===== src/rtl/fifo_param_pkg.sv =====
// Shared definitions for the parametrised FIFO: default parameter values,
// flow-control state encoding and the depth-from-pointer-width helper.
package fifo_param_pkg;

  localparam int unsigned BUS_SIZE_DEF        = 10;
  localparam int unsigned ADDR_WIDTH_DEF      = 3;
  localparam int unsigned ALMOST_FULL_TH_DEF  = 6;
  localparam int unsigned ALMOST_EMPTY_TH_DEF = 2;

  // Flow-control state: GO lets the producer run, PAUSE asks it to stop.
  typedef enum logic {
    FLOW_GO    = 1'b0,
    FLOW_PAUSE = 1'b1
  } flow_state_e;

  // Number of entries addressed by a pointer of the given width.
  function automatic int unsigned fifo_depth(input int unsigned addr_width);
    return 32'd1 << addr_width;
  endfunction

endpackage


===== src/rtl/fifo_ram.sv =====
// Simple dual-port storage array for the FIFO.
// Synchronous write; registered synchronous read (read-before-write on the
// same address, so a pop of a full FIFO sees the old word).
// Ports:
//   clk        clock, rising edge
//   reset      synchronous active-high, clears the read register only
//   i_wr_en    write strobe
//   i_wr_addr  write address
//   i_wr_data  write word
//   i_rd_en    read strobe, loads o_rd_data at the edge
//   i_rd_addr  read address
//   o_rd_data  registered read word (holds when i_rd_en is low)
module fifo_ram #(
  parameter int unsigned WIDTH = 11,
  parameter int unsigned AW    = 3
) (
  input  logic             clk,
  input  logic             reset,
  input  logic             i_wr_en,
  input  logic [AW-1:0]    i_wr_addr,
  input  logic [WIDTH-1:0] i_wr_data,
  input  logic             i_rd_en,
  input  logic [AW-1:0]    i_rd_addr,
  output logic [WIDTH-1:0] o_rd_data
);

  localparam int unsigned DEPTH = 32'd1 << AW;

  logic [WIDTH-1:0] r_mem [DEPTH];
  logic [WIDTH-1:0] r_rd_data;

  // Storage array; contents are never cleared.
  always_ff @(posedge clk) begin
    if (i_wr_en) begin
      r_mem[i_wr_addr] <= i_wr_data;
    end
  end

  // Read register.
  always_ff @(posedge clk) begin
    if (reset) begin
      r_rd_data <= '0;
    end else if (i_rd_en) begin
      r_rd_data <= r_mem[i_rd_addr];
    end
  end

  assign o_rd_data = r_rd_data;

endmodule


===== src/rtl/fifo_param.sv =====
// Parametrised synchronous FIFO with occupancy count, status flags,
// overflow/underflow protection and hysteretic pause/continue flow control.
// Optional sticky error flags are built only when FIFO_PARAM_ERR_EN is
// defined; otherwise err_overflow/err_underflow are tied low.
// Ports:
//   clk, reset       clock and synchronous active-high reset
//   push, pop        write / read requests
//   valid, data_in   tag and data stored on an accepted push
//   data_out         registered read data, holds between pops
//   valid_out        tag of the word read at the previous edge (1-cycle pulse)
//   count            occupancy 0..DEPTH
//   empty, full, almost_empty, almost_full   status flags
//   pause, continua  flow control to the producer (continua = ~pause)
//   err_overflow, err_underflow              sticky error flags
module fifo_param
  import fifo_param_pkg::*;
#(
  parameter int unsigned BUS_SIZE        = BUS_SIZE_DEF,
  parameter int unsigned ADDR_WIDTH      = ADDR_WIDTH_DEF,
  parameter int unsigned ALMOST_FULL_TH  = ALMOST_FULL_TH_DEF,
  parameter int unsigned ALMOST_EMPTY_TH = ALMOST_EMPTY_TH_DEF
) (
  input  logic                clk,
  input  logic                reset,
  input  logic                push,
  input  logic                pop,
  input  logic                valid,
  input  logic [BUS_SIZE-1:0] data_in,
  output logic [BUS_SIZE-1:0] data_out,
  output logic                valid_out,
  output logic [ADDR_WIDTH:0] count,
  output logic                empty,
  output logic                full,
  output logic                almost_empty,
  output logic                almost_full,
  output logic                pause,
  output logic                continua,
  output logic                err_overflow,
  output logic                err_underflow
);

  localparam int unsigned DEPTH = fifo_depth(ADDR_WIDTH);
  localparam int unsigned CW    = ADDR_WIDTH + 1;
  localparam int unsigned WW    = BUS_SIZE + 1;

  logic [ADDR_WIDTH-1:0] r_wr_ptr;
  logic [ADDR_WIDTH-1:0] r_rd_ptr;
  logic [CW-1:0]         r_count;
  logic [CW-1:0]         w_count_nxt;
  logic                  r_empty;
  logic                  r_full;
  logic                  r_almost_empty;
  logic                  r_almost_full;
  logic                  r_rd_fire;
  logic                  w_push_acc;
  logic                  w_pop_acc;
  logic [WW-1:0]         w_rd_word;
  flow_state_e           r_state;
  flow_state_e           w_state_nxt;

  // Acceptance, next occupancy and next flow-control state.
  always_comb begin
    w_push_acc  = push && (!r_full || pop);
    w_pop_acc   = pop && !r_empty;
    w_count_nxt = r_count;
    w_state_nxt = r_state;

    if (w_push_acc && !w_pop_acc) begin
      w_count_nxt = r_count + CW'(1);
    end else if (!w_push_acc && w_pop_acc) begin
      w_count_nxt = r_count - CW'(1);
    end

    // Hysteresis: thresholds are looked up against the post-edge occupancy.
    case (r_state)
      FLOW_GO: begin
        if (w_count_nxt >= CW'(ALMOST_FULL_TH)) begin
          w_state_nxt = FLOW_PAUSE;
        end
      end
      FLOW_PAUSE: begin
        if (w_count_nxt <= CW'(ALMOST_EMPTY_TH)) begin
          w_state_nxt = FLOW_GO;
        end
      end
      default: w_state_nxt = FLOW_GO;
    endcase
  end

  // Flow-control state register.
  always_ff @(posedge clk) begin
    if (reset) begin
      r_state <= FLOW_GO;
    end else begin
      r_state <= w_state_nxt;
    end
  end

  // Pointers, occupancy and flags; flags are registered from the next count
  // so they line up with r_count without a path from push/pop.
  always_ff @(posedge clk) begin
    if (reset) begin
      r_wr_ptr       <= '0;
      r_rd_ptr       <= '0;
      r_count        <= '0;
      r_empty        <= 1'b1;
      r_full         <= 1'b0;
      r_almost_empty <= 1'b1;
      r_almost_full  <= 1'b0;
      r_rd_fire      <= 1'b0;
    end else begin
      if (w_push_acc) begin
        r_wr_ptr <= r_wr_ptr + ADDR_WIDTH'(1);
      end
      if (w_pop_acc) begin
        r_rd_ptr <= r_rd_ptr + ADDR_WIDTH'(1);
      end
      r_count        <= w_count_nxt;
      r_empty        <= (w_count_nxt == '0);
      r_full         <= (w_count_nxt == CW'(DEPTH));
      r_almost_empty <= (w_count_nxt <= CW'(ALMOST_EMPTY_TH));
      r_almost_full  <= (w_count_nxt >= CW'(ALMOST_FULL_TH));
      r_rd_fire      <= w_pop_acc;
    end
  end

  // Reset outranks a same-cycle push, so the array is not written then.
  fifo_ram #(
    .WIDTH (WW),
    .AW    (ADDR_WIDTH)
  ) u_ram (
    .clk       (clk),
    .reset     (reset),
    .i_wr_en   (w_push_acc && !reset),
    .i_wr_addr (r_wr_ptr),
    .i_wr_data ({valid, data_in}),
    .i_rd_en   (w_pop_acc && !reset),
    .i_rd_addr (r_rd_ptr),
    .o_rd_data (w_rd_word)
  );

`ifdef FIFO_PARAM_ERR_EN
  logic r_err_overflow;
  logic r_err_underflow;

  // Sticky error capture; requests are judged against the pre-edge state.
  always_ff @(posedge clk) begin
    if (reset) begin
      r_err_overflow  <= 1'b0;
      r_err_underflow <= 1'b0;
    end else begin
      if (push && r_full && !pop) begin
        r_err_overflow <= 1'b1;
      end
      if (pop && r_empty) begin
        r_err_underflow <= 1'b1;
      end
    end
  end

  assign err_overflow  = r_err_overflow;
  assign err_underflow = r_err_underflow;
`else
  assign err_overflow  = 1'b0;
  assign err_underflow = 1'b0;
`endif

  // The stored tag is only presented in the cycle after an accepted pop.
  assign data_out     = w_rd_word[BUS_SIZE-1:0];
  assign valid_out    = w_rd_word[BUS_SIZE] & r_rd_fire;
  assign count        = r_count;
  assign empty        = r_empty;
  assign full         = r_full;
  assign almost_empty = r_almost_empty;
  assign almost_full  = r_almost_full;
  assign pause        = (r_state == FLOW_PAUSE);
  assign continua     = (r_state == FLOW_GO);

endmodule


===== config.mk =====
export PLATFORM = sky130hd
export DESIGN_NAME = fifo_param
export DESIGN_NICKNAME = d
export VERILOG_FILES = /design/src/rtl/fifo_param_pkg.sv /design/src/rtl/fifo_ram.sv /design/src/rtl/fifo_param.sv
export SDC_FILE = /design/constraint.sdc
export NUM_CORES = 1
export LEC_CHECK = 0
export CORE_MARGIN = 1
export CORE_UTILIZATION = 45
export DETAILED_ROUTE_END_ITERATION = 7
export PLACE_DENSITY = 0.63
export REMOVE_ABC_BUFFERS = 1
export SLEW_MARGIN = 20
export SYNTH_ARGS = -nofsm -noshare
export SYNTH_HDL_FRONTEND = slang
export SYNTH_HIERARCHICAL = 1
export SYNTH_SLANG_ARGS = --single-unit

===== constraint.sdc =====
create_clock -name clk -period 2.7 [get_ports clk]
set_input_delay 0.54 -clock clk [delete_from_list [all_inputs] [get_ports clk]]
set_output_delay 0.54 -clock clk [all_outputs]
set_load 0.005 [all_outputs]

# --- Yosys cells after proc, flatten, opt, wreduce, memory -nomap -nowiden ---
# Memories as Yosys holds them, arrays and structs flattened. A register that Yosys moved wholly into a read port is not among the register bits.
# Cells that the tools add are included.
classes:
  add_sub_neg: 4
  magnitude_cmp: 2
  eq_ne: 1
  n_mux: 7
  bitwise: 2
  reduce_logical: 13
ops:
  columns: ["operator", "n"]
  rows:
  - ["4-bit two-way mux", 2]
  - ["3-bit by 1-bit adder with 3-bit output, second input constant", 2]
  - ["1-bit logical AND", 6]
  - ["1-bit zero test", 5]
  - ["4-bit by 1-bit adder with 4-bit output, second input constant", 1]
  - ["4-bit == test, second input constant", 1]
  - ["4-bit by 3-bit >= comparator with 1-bit output, second input constant", 1]
  - ["4-bit by 2-bit <= comparator with 1-bit output, second input constant", 1]
  - ["4-bit zero test", 1]
  - ["1-bit two-way mux", 4]
  - ["4-bit by 1-bit subtractor with 4-bit output, second input constant", 1]
  - ["1-bit case mux with 2 select lines", 1]
  - ["1-bit bitwise AND", 1]
  - ["1-bit logical OR", 1]
  - ["1-bit NOT", 1]
word_totals:
  ff_bits: 16
  ramBits: 88
  in_bits: 15
  out_inout_bits: 23
  word_cells: 39
  n_memories: 1
memory_table:
  columns: ["memory", "depth", "word_bits", "read_ports", "rd_ports_with_merged_regs", "wr", "line_no", "rtl"]
  rows:
  - ["u_ram.r_mem", 8, 11, 1, 1, 1, "fifo_ram.sv:29", "logic [WIDTH-1:0] r_mem [DEPTH];"]

# --- Logic depth before layout (Yosys ltp) ---
logic_depth:
  ltp_word: 10
  depth_mapped: 7
  ltp_nobuf: 7

# --- Modules after synthesis ---
# The synthesis kept the hierarchy.
modules_own_cells:
  columns: ["mod", "instances", "cells_each", "area_per_inst_um2", "seq_area_each_um2"]
  rows:
  - ["fifo_ram", 1, 216, 3866.2, 2862.7]
  - ["fifo_param", 1, 100, 925.9, 320.3]

# --- Least setup slack after synthesis ---
# OpenSTA, ideal clock, no wires.
synth_path:
  path_type: "input to register"
  from: "in reset"
  to: "mem u_ram.r_mem[0][0] (enable)"
  setup_time_ns: 0.393
  arrival_time_ns: 1.983
  t_required_ns: 2.307
  path_slack_ns: 0.324
  stages: 5
  n_path_buf: 2
  cell_sequence: "clkbuf_1 clkbuf_1 nor2_1 nand2b_1 nor3_1"
synth_via:
  elab_chain_cells: 4
synth_lines:
  columns: ["element", "line_no", "rtl"]
  rows:
  - ["from (decl)", "fifo_param.sv:24", "input logic reset,"]
  - ["1-bit zero test", "fifo_param.sv:134", ".i_wr_en (w_push_acc && !reset),"]
  - ["1-bit logical AND", "fifo_param.sv:134", null]
  - ["1-bit two-way mux", "fifo_ram.sv:34", "if (i_wr_en) begin"]
  - ["1-bit two-way mux (implied by the code)", "fifo_ram.sv:35", "r_mem[i_wr_addr] <= i_wr_data;"]
  - ["to (decl)", "fifo_ram.sv:29", null]
# Every way passes these cells.

# --- Final worst setup path ---
layout_path:
  from: "reg r_count[0], in the netlist count[0]"
  to: "out count[0]"
layout_rtl:
  columns: ["element", "line_no", "rtl"]
  rows:
  - ["from (decl)", "fifo_param.sv:48", "logic [CW-1:0] r_count;"]
  - ["from (signal assigned)", "fifo_param.sv:118", "r_count <= w_count_nxt;"]
  - ["to (decl)", "fifo_param.sv:31", "output logic [ADDR_WIDTH:0] count,"]
# No word-level cell between the ends.

==> results.md <==
- Cell Pwr Density: about 830 mW/mm2
- Post-synthesis sequential area ratio: around two thirds
- Synth unique cells: between 40 and 50
- Async set-reset flop share out of synthesis: 0%
- Max_slew headroom: approximately 57%
- Pint: ~3.8 mW
- Lkg Pwr: 2.06 nW
- Combinational share of power: between 10 and 15%
- Num rows: 37
- Bufs and invs on worst path: 1
- Family with the most delay on the worst path: buffers and inverters
- Place WS: between 0.3 and 0.4 ns
- Final worst slack: a little over 0.5 ns
- Layout Cells excl Fill: roughly 530
- Ys flop type: edfxtp_1
- Area of the core: 0.0103 mm2
- Sw Share: 23.7%
- Yosys warning count: 6
- Flop pwr share: 41.6%
- # DRC: 0
- Tightest Pin Transition: 0.643 ns
- Die X: ~110 um
- Clock transition at path regs: 0.06 ns
- Grt total ovfl: 0
- Worst Skew: between 0.01 and 0.015 ns
- CTS Hold Bufs: 0
- Fin crit share: between 80% and 90%
- DR vias: ~2700
- Initial Utilization: 46.4%
- Final min period: 2.19 ns
- Total track usage: 18.4%
- Largest net degree at the start of global routing: 47
- Max Freq: 0.456 GHz
- Crit end category: primary output
- Resize count post-CTS: 0
- Number of global-route vias before repair: about 2800
- First-pass GRT wire length: about 15000 um
- Die outline area: ~0.011 mm2
- Layout Nets: between 300 and 400
- CP Launch Type: register
- Antenna Nets Post-Route: 0
- CP Class: register to primary output
- Post-synthesis average cell area: approximately 15 um2
- Later-pin clock latency in the skew report: about 0.52 ns
- Post-CTS Setup Inserts: 0
- WP data required: roughly 2.2 ns
- DRT Pass-1 Iters: 4
- ANT cells: 0
- Synthesis-to-layout area growth: 24.6%
- IR drop worst, VDD: between 0.4 and 0.5 mV
- Height of the die: approximately 110 um
- Fill cells: around 830
- Total CTS buffers: 17
- Post-DR vias/cell: ~5.2
- Synthesized area: 0.00479 mm2
- Slew Viols, Final: 0
- Iter 0 DRT Violations: 104
- Cells after DPL: just under 500
- DR WL/cell: between 15 and 20 um
- Post-synth EDFFs: 88
- H-tree depth: 4
- CTS sink count: 115
- Total of max-cap violations: 0
- #FFs+latches synth: between 100 and 150
- Mapped Cells: approximately 320
- CTS Root Cell: clkbuf_8
- Maximum fanout along the worst path: 9
- Unrepaired setup endpoints after global routing: false
- HPWL Detailed: between 5000 and 6000 um
- Crit path max-delay cell type: clkdlybuf4s50_1
- Clock Path Buffers: 2
- Sw power: 1.17 mW
- CP Cell Sequence: clkdlybuf4s50_1
- IO Port Bufs: 35
- Final hold vios: 0
- Outcome: complete, no violations
- IO Count: 38
- Final setup vio count: 0
- Data arrival time of the worst path: roughly 1.7 ns
- Layout cells sized above 1: approximately a quarter
- Worst stage delay on the critical path: ~0.59 ns
- Antenna violations before repair: 0
- HP Class: register to register
- Final WL: 9230 um
- Clock share of power: between 40% and 50%
- Setup TNS Final: 0 ns
- Gpl congestion: roughly 0.80
- CTS tree: built
[path summary, 6_finish.rpt]
path	slack, ns	end	from	cells past startpoint
max	0.51	count[0]	count[0]	1
min	0.49	u_ram/o_rd_data[10]	u_ram/o_rd_data[10]	2
max reg2reg	0.80	full	count[0]	6
min reg2reg	0.49	u_ram/o_rd_data[10]	u_ram/o_rd_data[10]	2
[power groups by stage]
stage                     combinational (mW)  clock, mW  sequential [mW]
after floorplan                        0.398          0             2.13
after global placement                 0.702          0             2.09
after detailed placement               0.707          0             2.10
after CTS                              0.710       2.23             2.06
after global routing                   0.763       2.31             2.07
final                                  0.705       2.19             2.06
[cell usage in the layout, fill, tap and decap left out, types with 2 or more instances in the layout]
master,count
a211oi_1,2
a211oi_2,10
a21oi_1,5
a221o_1,10
and2_1,2
and2b_2,2
buf_12,2
buf_4,23
bufinv_16,3
clkbuf_16,16
clkbuf_8,2
clkdlybuf4s50_1,35
clkinv_2,6
clkinv_4,4
conb_1,2
dfxtp_1,26
edfxtp_1,88
ha_1,4
inv_1,4
mux2_2,23
mux2i_1,22
nand2_1,10
nand2b_1,6
nand3_1,6
nand4_1,2
nand4bb_1,2
nor2_1,29
nor2_2,2
nor2b_1,3
nor3_2,2
o22ai_1,10
xnor2_1,2
xor2_1,5
[cell usage after synthesis (2+ instances only)]
cell	number	area, um2
o22ai_1	10	62.6
nor3_1	3	15.0
a211oi_2	10	125
a21oi_1	5	25.0
a221o_1	10	100
buf_4	3	22.5
dfxtp_1	27	541
nand4bb_1	2	22.5
nor2_1	30	113
mux2i_1	22	220
and2b_2	2	17.5
nand2b_1	6	37.5
edfxtp_1	88	2640
ha_1	4	50.1
clkbuf_1	9	33.8
inv_1	4	15.0
nand3_1	6	30.0
xnor2_1	2	17.5
and2_1	2	12.5
mux2_2	23	259
a211oi_1	2	15.0
nand4_1	2	12.5
buf_12	3	60.1
xor2_1	5	43.8
nand2_1	10	37.5
buf_6	4	45.0
nor2b_1	3	18.8
[state kept, by name, indices dropped and copies added, names as in the netlist]
signal           count
u_ram/r_mem         88
u_ram/o_rd_data     11
count                4
r_rd_ptr             3
r_wr_ptr             3
almost_empty         1
almost_full          1
empty                1
full                 1
pause                1
r_rd_fire            1
[per-stage QoR]
stage          total power [mW]  hold slack [ns]  utilization, %  area [um2]
3_3_place_gp               2.79            0.478            52.1        5380
2_1_floorplan              2.52            0.469               -        4630
4_1_cts                    5.00            0.496            57.8        5970
6_report                   4.95            0.493            57.8        5970
3_5_place_dp               2.80            0.489            52.1        5380
5_1_grt                    5.14            0.515            57.8        5970
[cells by family (layout without fill, tap and decap cells)]
group / after synthesis / count (layout) / synth area share [%]
AO/OA/AOI/OAI: 48 / 48 / 9.50
XOR/XNOR: 7 / 7 / 1.28
adder cells (fa/ha/maj): 4 / 4 / 1.04
buffers and inverters: 23 / 96 / 3.68
flip-flops: 115 / 115 / 66.4
multiplexers: 46 / 46 / 10.3
other: 1 / 2 / 0.0783
AND/OR/NAND/NOR: 72 / 72 / 7.70
[per-layer routing]
layer	track usage, %	vias up	share of wire [%]
met2	29.9	58	48
met1	21.7	1328	45
met4	8.75	0	2.1
li1	-	1328	-
met3	6.43	18	5.0
met5	0	-	0
[final cells by class]
class / count / area [um2] / area share (%)
Sequential cell: 115 / 3180 / 53.3
Multi-Input combinational cell: 179 / 1450 / 24.3
Timing Repair Buffer: 60 / 563 / 9.43
Clock buffer: 18 / 428 / 7.17
Tap cell: 136 / 170 / 2.85
Clock inverter: 14 / 163 / 2.72
Inverter: 4 / 15.0 / 0.251
No activity file was read; power rests on OpenSTA's default activity.
==> patch 1: new RTL, config.mk and constraints unchanged <==
Add a define of `FIFO_PARAM_ERR_EN`.
--- a/src/rtl/fifo_param.sv
+++ b/src/rtl/fifo_param.sv
@@ -14,2 +14,4 @@
 //   err_overflow, err_underflow              sticky error flags
+`define FIFO_PARAM_ERR_EN
+
 module fifo_param
Behaviour: not the same (Yosys sat finds a counterexample within 4 cycles, from zero or initial values and one cycle with reset high).
==> patch 1 against the unedited design <==
Power grew 3.9%; worst setup slack improved by 0.049 ns; design area fell by 0.40%; utilization shrank 0.23 points; global-route usage is essentially flat; synthesized area down 0.26%; sequential power up 3%; hold slack worse by 0.013 ns; wire length up 0.68%; combinational power rose by 26%; sequential cell count rose by 2; largest power group is now sequential cells; highest routed layer unchanged.
==> patch 1: results (changes against the unedited design) <==
[critical_path]
worst_path_max_delay_cell=sky130_fd_sc_hd__clkdlybuf4s50_1
cp.arrival_ns=1.61  ; -0.04 ns
critical_path.top_delay_family=buffers and inverters
crit_path_max_fanout=10  ; +1
setup.reg_to_reg.worst_slack_ns=0.84  ; +0.04 ns
cpPeakStageDelay_ns=0.57  ; -0.02 ns

[cells_and_area]
antenna_cells_inserted=0  ; unchanged
largest_reg_flops=88  ; unchanged
nNetsFinal=401  ; +1.3%
max_flop_register=u_ram/r_mem
final_layout_size_suffix_gt1_share_pct=23.8  ; -2.9 points

[grt]
track_usage_pct=18.3  ; -0.036 points
global_route_wire_length_before_repair_um=14800  ; +1.2%
number_of_antenna_violations_at_the_first_check_in_global_routing=0  ; unchanged
groute.layer.met2.usage_pct=29.2  ; -0.70 points
globalRouteMet1Util_pct=23.8  ; +2.1 points
pin_count_of_the_biggest_net_entering_global_routing=47  ; unchanged
global_route.usage.met3_pct=5.18  ; -1.2 points

[sta]
finalClockSkew_ns=0.0137  ; -0.000775 ns
layout_setup_ws_ns=0.555  ; +0.0488 ns
slew-limit-headroom_pct=57.6  ; +0.51 points

[outcome]
outcome=finished, final reports clean

[min_path]
hold_path_class=flip-flop to flip-flop

[clocking]
clkSlewWorstSetupHoldPaths_ns=0.06  ; about the same
clock_tree.buffer_depth=2  ; unchanged
cts_htree_levels=4  ; unchanged
numCtsBuffers=17  ; unchanged
root_buffer=sky130_fd_sc_hd__clkbuf_8
post_cts_resized=0  ; unchanged
post_cts.repair.setup_buffers=0  ; unchanged
worst_skew_pair.late_latency_ns=0.51

[yosys]
ys.warnings.count=6  ; unchanged
synth-edff-count=88  ; unchanged
gate_count_post_synth=319  ; +0.95%
unique_masters_post_synth=42  ; -8.7%
asyncSetResetFlopFracSynth_pct=0  ; unchanged
synth_top_cells_by_area=sky130_fd_sc_hd__edfxtp_1, sky130_fd_sc_hd__dfxtp_1, sky130_fd_sc_hd__mux2_2
synth.yosys.seq_area_share_pct=67.4  ; +1.0 points
synthTopCellsByCount=sky130_fd_sc_hd__edfxtp_1, sky130_fd_sc_hd__nor2_1, sky130_fd_sc_hd__dfxtp_1

[placement]
detailedPlace.worstSlack_ns=0.226  ; -0.0790 ns
dpl.cell_count=499  ; +1.0%
gpl.final_weighted_congestion=0.775  ; -2.7%
io_buffer_count=37  ; +5.7%
detailed_place_hpwl_um=6020  ; +2.7%

[power_and_ir_drop]
power_leakage_nw=2.04  ; -1.1%
vdd_ir_drop_max_mv=0.453  ; +1.6%

[routing]
vias_per_cell=5.22  ; +0.44%
drt-initial-drc-count=132  ; +27%
via_count=2770  ; +1.4%
route.final.wire_length_um=9300  ; +0.68%
drt_pass1_iterations=4  ; unchanged

-- patch 1: path summary, 6_finish.rpt --
kind	end	cells past startpoint	start
worst max-delay path	empty	1	empty
worst min-delay path	err_overflow	2	err_overflow
worst max register to register	empty	6	count[1]
worst min register to register	err_overflow	2	err_overflow
-- patch 1: cells by family (layout without fill, tap and decap cells) --
family / Yosys count / count (layout) / synth area share [%]
DFF: 117 / 117 / 67.4
and+or+nand+nor: 73 / 73 / 7.41
AOI/OAI and AO/OA: 48 / 48 / 8.87
muxes: 46 / 46 / 10.3
buffers and inverters: 23 / 99 / 3.46
xor gates and xnor gates: 8 / 8 / 1.47
adders and majority gates: 4 / 4 / 1.05
-- patch 1: stage by stage --
step	hold slack (ns)	utilization (%)	cell area (um^2)	power (mW)
after floorplan	0.460	-	4640	2.71
after global placement	0.464	52.1	5370	3.04
after detailed placement	0.464	52.1	5370	3.05
after CTS	0.490	57.6	5950	5.19
after global routing	0.504	57.6	5950	5.37
final	0.479	57.6	5950	5.14
-- patch 1: layout make-up --
class,count,area [um^2]
Timing Repair Buffer,61,563
Sequential cell,117,3220
Clock inverter,11,125
Inverter,6,22.5
Clock buffer,21,449
Multi-Input combinational cell,179,1390
Fill cell,837,4380
Tap cell,136,170
-- patch 1: per-layer routing --
metal | routed length (um) | part of all wire, %
met1 | 4450 | 48
met2 | 4450 | 48
met3 | 258 | 2.8
met4 | 136 | 1.5
met5 | 0 | 0
-- patch 1: report_power, final --
| group | switching [mW] | internal [mW] | total, mW |
|---|---|---|---|
| sequential | 0.0906 | 2.04 | 2.13 |
| clock | 0.769 | 1.36 | 2.13 |
| combinational | 0.424 | 0.465 | 0.889 |
| total | 1.28 | 3.86 | 5.14 |
==> patch 2: new RTL, same settings <==
Without the edit above. Register the output `count` once more, cleared by the reset; this adds one clock of latency there. The other outputs are not delayed to match. Comments in the files are not updated.
--- a/src/rtl/fifo_param.sv
+++ b/src/rtl/fifo_param.sv
@@ -170,3 +170,9 @@
   assign valid_out    = w_rd_word[BUS_SIZE] & r_rd_fire;
-  assign count        = r_count;
+  always_ff @(posedge clk) begin
+    if (reset) begin
+      count <= '0;
+    end else begin
+      count <= r_count;
+    end
+  end
   assign empty        = r_empty;
Behaviour: not the same (a bounded check fails within 4 cycles, from zero or initial values and one cycle with reset high).
==> patch 2 against the unedited design <==
Sequential cell count grew 4; wire length increased by 0.66%; worst setup slack gained 0.078 ns; first-iteration DRC count grew 20%; die area increased by 1.5%; count of clock-buffer cells in the layout grew 4; sequential share of layout area grew 1.1 points; power is 0.90% higher; design area rose by 0.40%; synthesized area grew 1.6%; synthesized cell count increased by 1.9%.
==> patch 2: results (changes against the unedited design) <==
[cells_and_area]
antenna_cells_inserted=0  ; unchanged
final_layout_size_suffix_gt1_share_pct=22.8  ; -3.9 points
layout.filler_cells=838  ; +1.2%
nNetsFinal=397  ; +0.25%
largest_reg_flops=88  ; unchanged
max_flop_register=u_ram/r_mem

[critical_path]
critical_path.top_delay_family=buffers and inverters
cpPeakStageDelay_ns=0.57  ; -0.02 ns
crit_path_max_fanout=9  ; unchanged
cp.arrival_ns=1.58  ; -0.07 ns
worst_path_max_delay_cell=sky130_fd_sc_hd__clkdlybuf4s50_1
reg2reg_depth=6  ; unchanged
worst_setup_path_endpoint=empty
setup.reg_to_reg.worst_slack_ns=0.76  ; -0.04 ns
r2r_start=r_count[0]
setup.worst_path.start=empty
r2r-end=full

[grt]
global_route_wire_length_before_repair_um=15200  ; +3.9%
pin_count_of_the_biggest_net_entering_global_routing=35  ; -26%
grt_pass1_vias=2908  ; +4.6%
track_usage_pct=18.4  ; +0.070 points

[placement]
io_buffer_count=35  ; unchanged
detailed_place_hpwl_um=5840  ; -0.35%
detailedPlace.worstSlack_ns=0.297  ; -0.00794 ns
gpl.final_weighted_congestion=0.827  ; +3.9%
dpl.cell_count=495  ; +0.20%

[min_path]
hold_path_class=flip-flop to flip-flop
hp-start=u_ram/o_rd_data[0]
holdPathStages=2  ; unchanged
whs_endpoint=u_ram/o_rd_data[0]

[yosys]
unique_masters_post_synth=44  ; -4.3%
ys.warnings.count=6  ; unchanged
asyncSetResetFlopFracSynth_pct=0  ; unchanged
synthTopCellsByCount=sky130_fd_sc_hd__edfxtp_1, sky130_fd_sc_hd__nor2_1, sky130_fd_sc_hd__dfxtp_1
synth_top_cells_by_area=sky130_fd_sc_hd__edfxtp_1, sky130_fd_sc_hd__dfxtp_1, sky130_fd_sc_hd__mux2_2
synth-edff-count=88  ; unchanged
synth.yosys.seq_area_share_pct=67.0  ; +0.62 points
syn-mean-instance-area_um2=15.1  ; -0.33%

[routing]
drt_pass1_iterations=4  ; unchanged
drt-initial-drc-count=125  ; +20%
vias_per_cell=5.31  ; +2.3%
antenna_left=0  ; unchanged
route.final.wire_length_um=9290  ; +0.66%
via_count=2801  ; +2.5%

[clocking]
worst_skew_pair.late_latency_ns=0.51
post_cts_resized=0  ; unchanged
numCtsBuffers=17  ; unchanged
clock_tree.buffer_depth=2  ; unchanged
root_buffer=sky130_fd_sc_hd__clkbuf_8
post_cts.repair.setup_buffers=0  ; unchanged
clkSlewWorstSetupHoldPaths_ns=0.06  ; about the same

[power_and_ir_drop]
vdd_ir_drop_max_mv=0.410  ; -8.2%
power_leakage_nw=2.06  ; -0.43%

[sta]
clock.fmax_mhz=473  ; +3.7%
tightest_slew_ns=0.591  ; -0.0526 ns
finalClockSkew_ns=0.0108  ; -0.00368 ns

[outcome]
outcome=finished, final reports clean

==> patch 2: changes by cell type after synthesis, moves of 2 or more <==
cell and delta:
sky130_fd_sc_hd__nor2b_1 +2, sky130_fd_sc_hd__and2b_2 -2, sky130_fd_sc_hd__buf_4 +2, sky130_fd_sc_hd__dfxtp_1 +4, sky130_fd_sc_hd__nor2_1 +2
==> patch 2: metal layers <==
metal  track usage, %  vias to the layer above  part of all wire [%]
li1                 -                     1338                     -
met1             23.3                     1384                    46
met2             29.7                       65                    49
met3             4.90                       14                   3.8
met4             8.43                        0                   1.5
met5                0                        -                     0
==> patch 2: through the flow <==
stage / hold WS [ns] / area, um^2
after floorplan: 0.469 / 4710
after global placement: 0.474 / 5410
after detailed placement: 0.485 / 5410
after CTS: 0.492 / 6000
after global routing: 0.514 / 6000
final: 0.486 / 6000
==> patch 2: final cells by class <==
class                      count  area share (%)
clock buffer                  22            7.55
clock inverter                10            2.15
inverter                       4           0.250
multi-input combinational    181            24.0
sequential                   119            54.4
tap                          136            2.84
timing repair buffer          55            8.76
==> patch 2: cell families (layout without fill, tap and decap cells) <==
group           Yosys count  count (layout)  share of synthesized area, %
flops                   119             119                          67.0
simple gates             74              74                          7.64
compound gates           48              48                          9.28
mux                      46              46                          10.1
buf+inv                  23              91                          3.62
xor+xnor                  7               7                          1.26
fa+ha+maj                 4               4                          1.03
other cells               1               2                        0.0770
==> patch 2: power breakdown <==
part / switching [mW] / total (mW) / leakage [nW] / internal (mW)
Sequential: 0.0823 / 2.13 / 1.05 / 2.05
Clock: 0.741 / 2.18 / 0.284 / 1.44
Combinational: 0.322 / 0.678 / 0.723 / 0.355
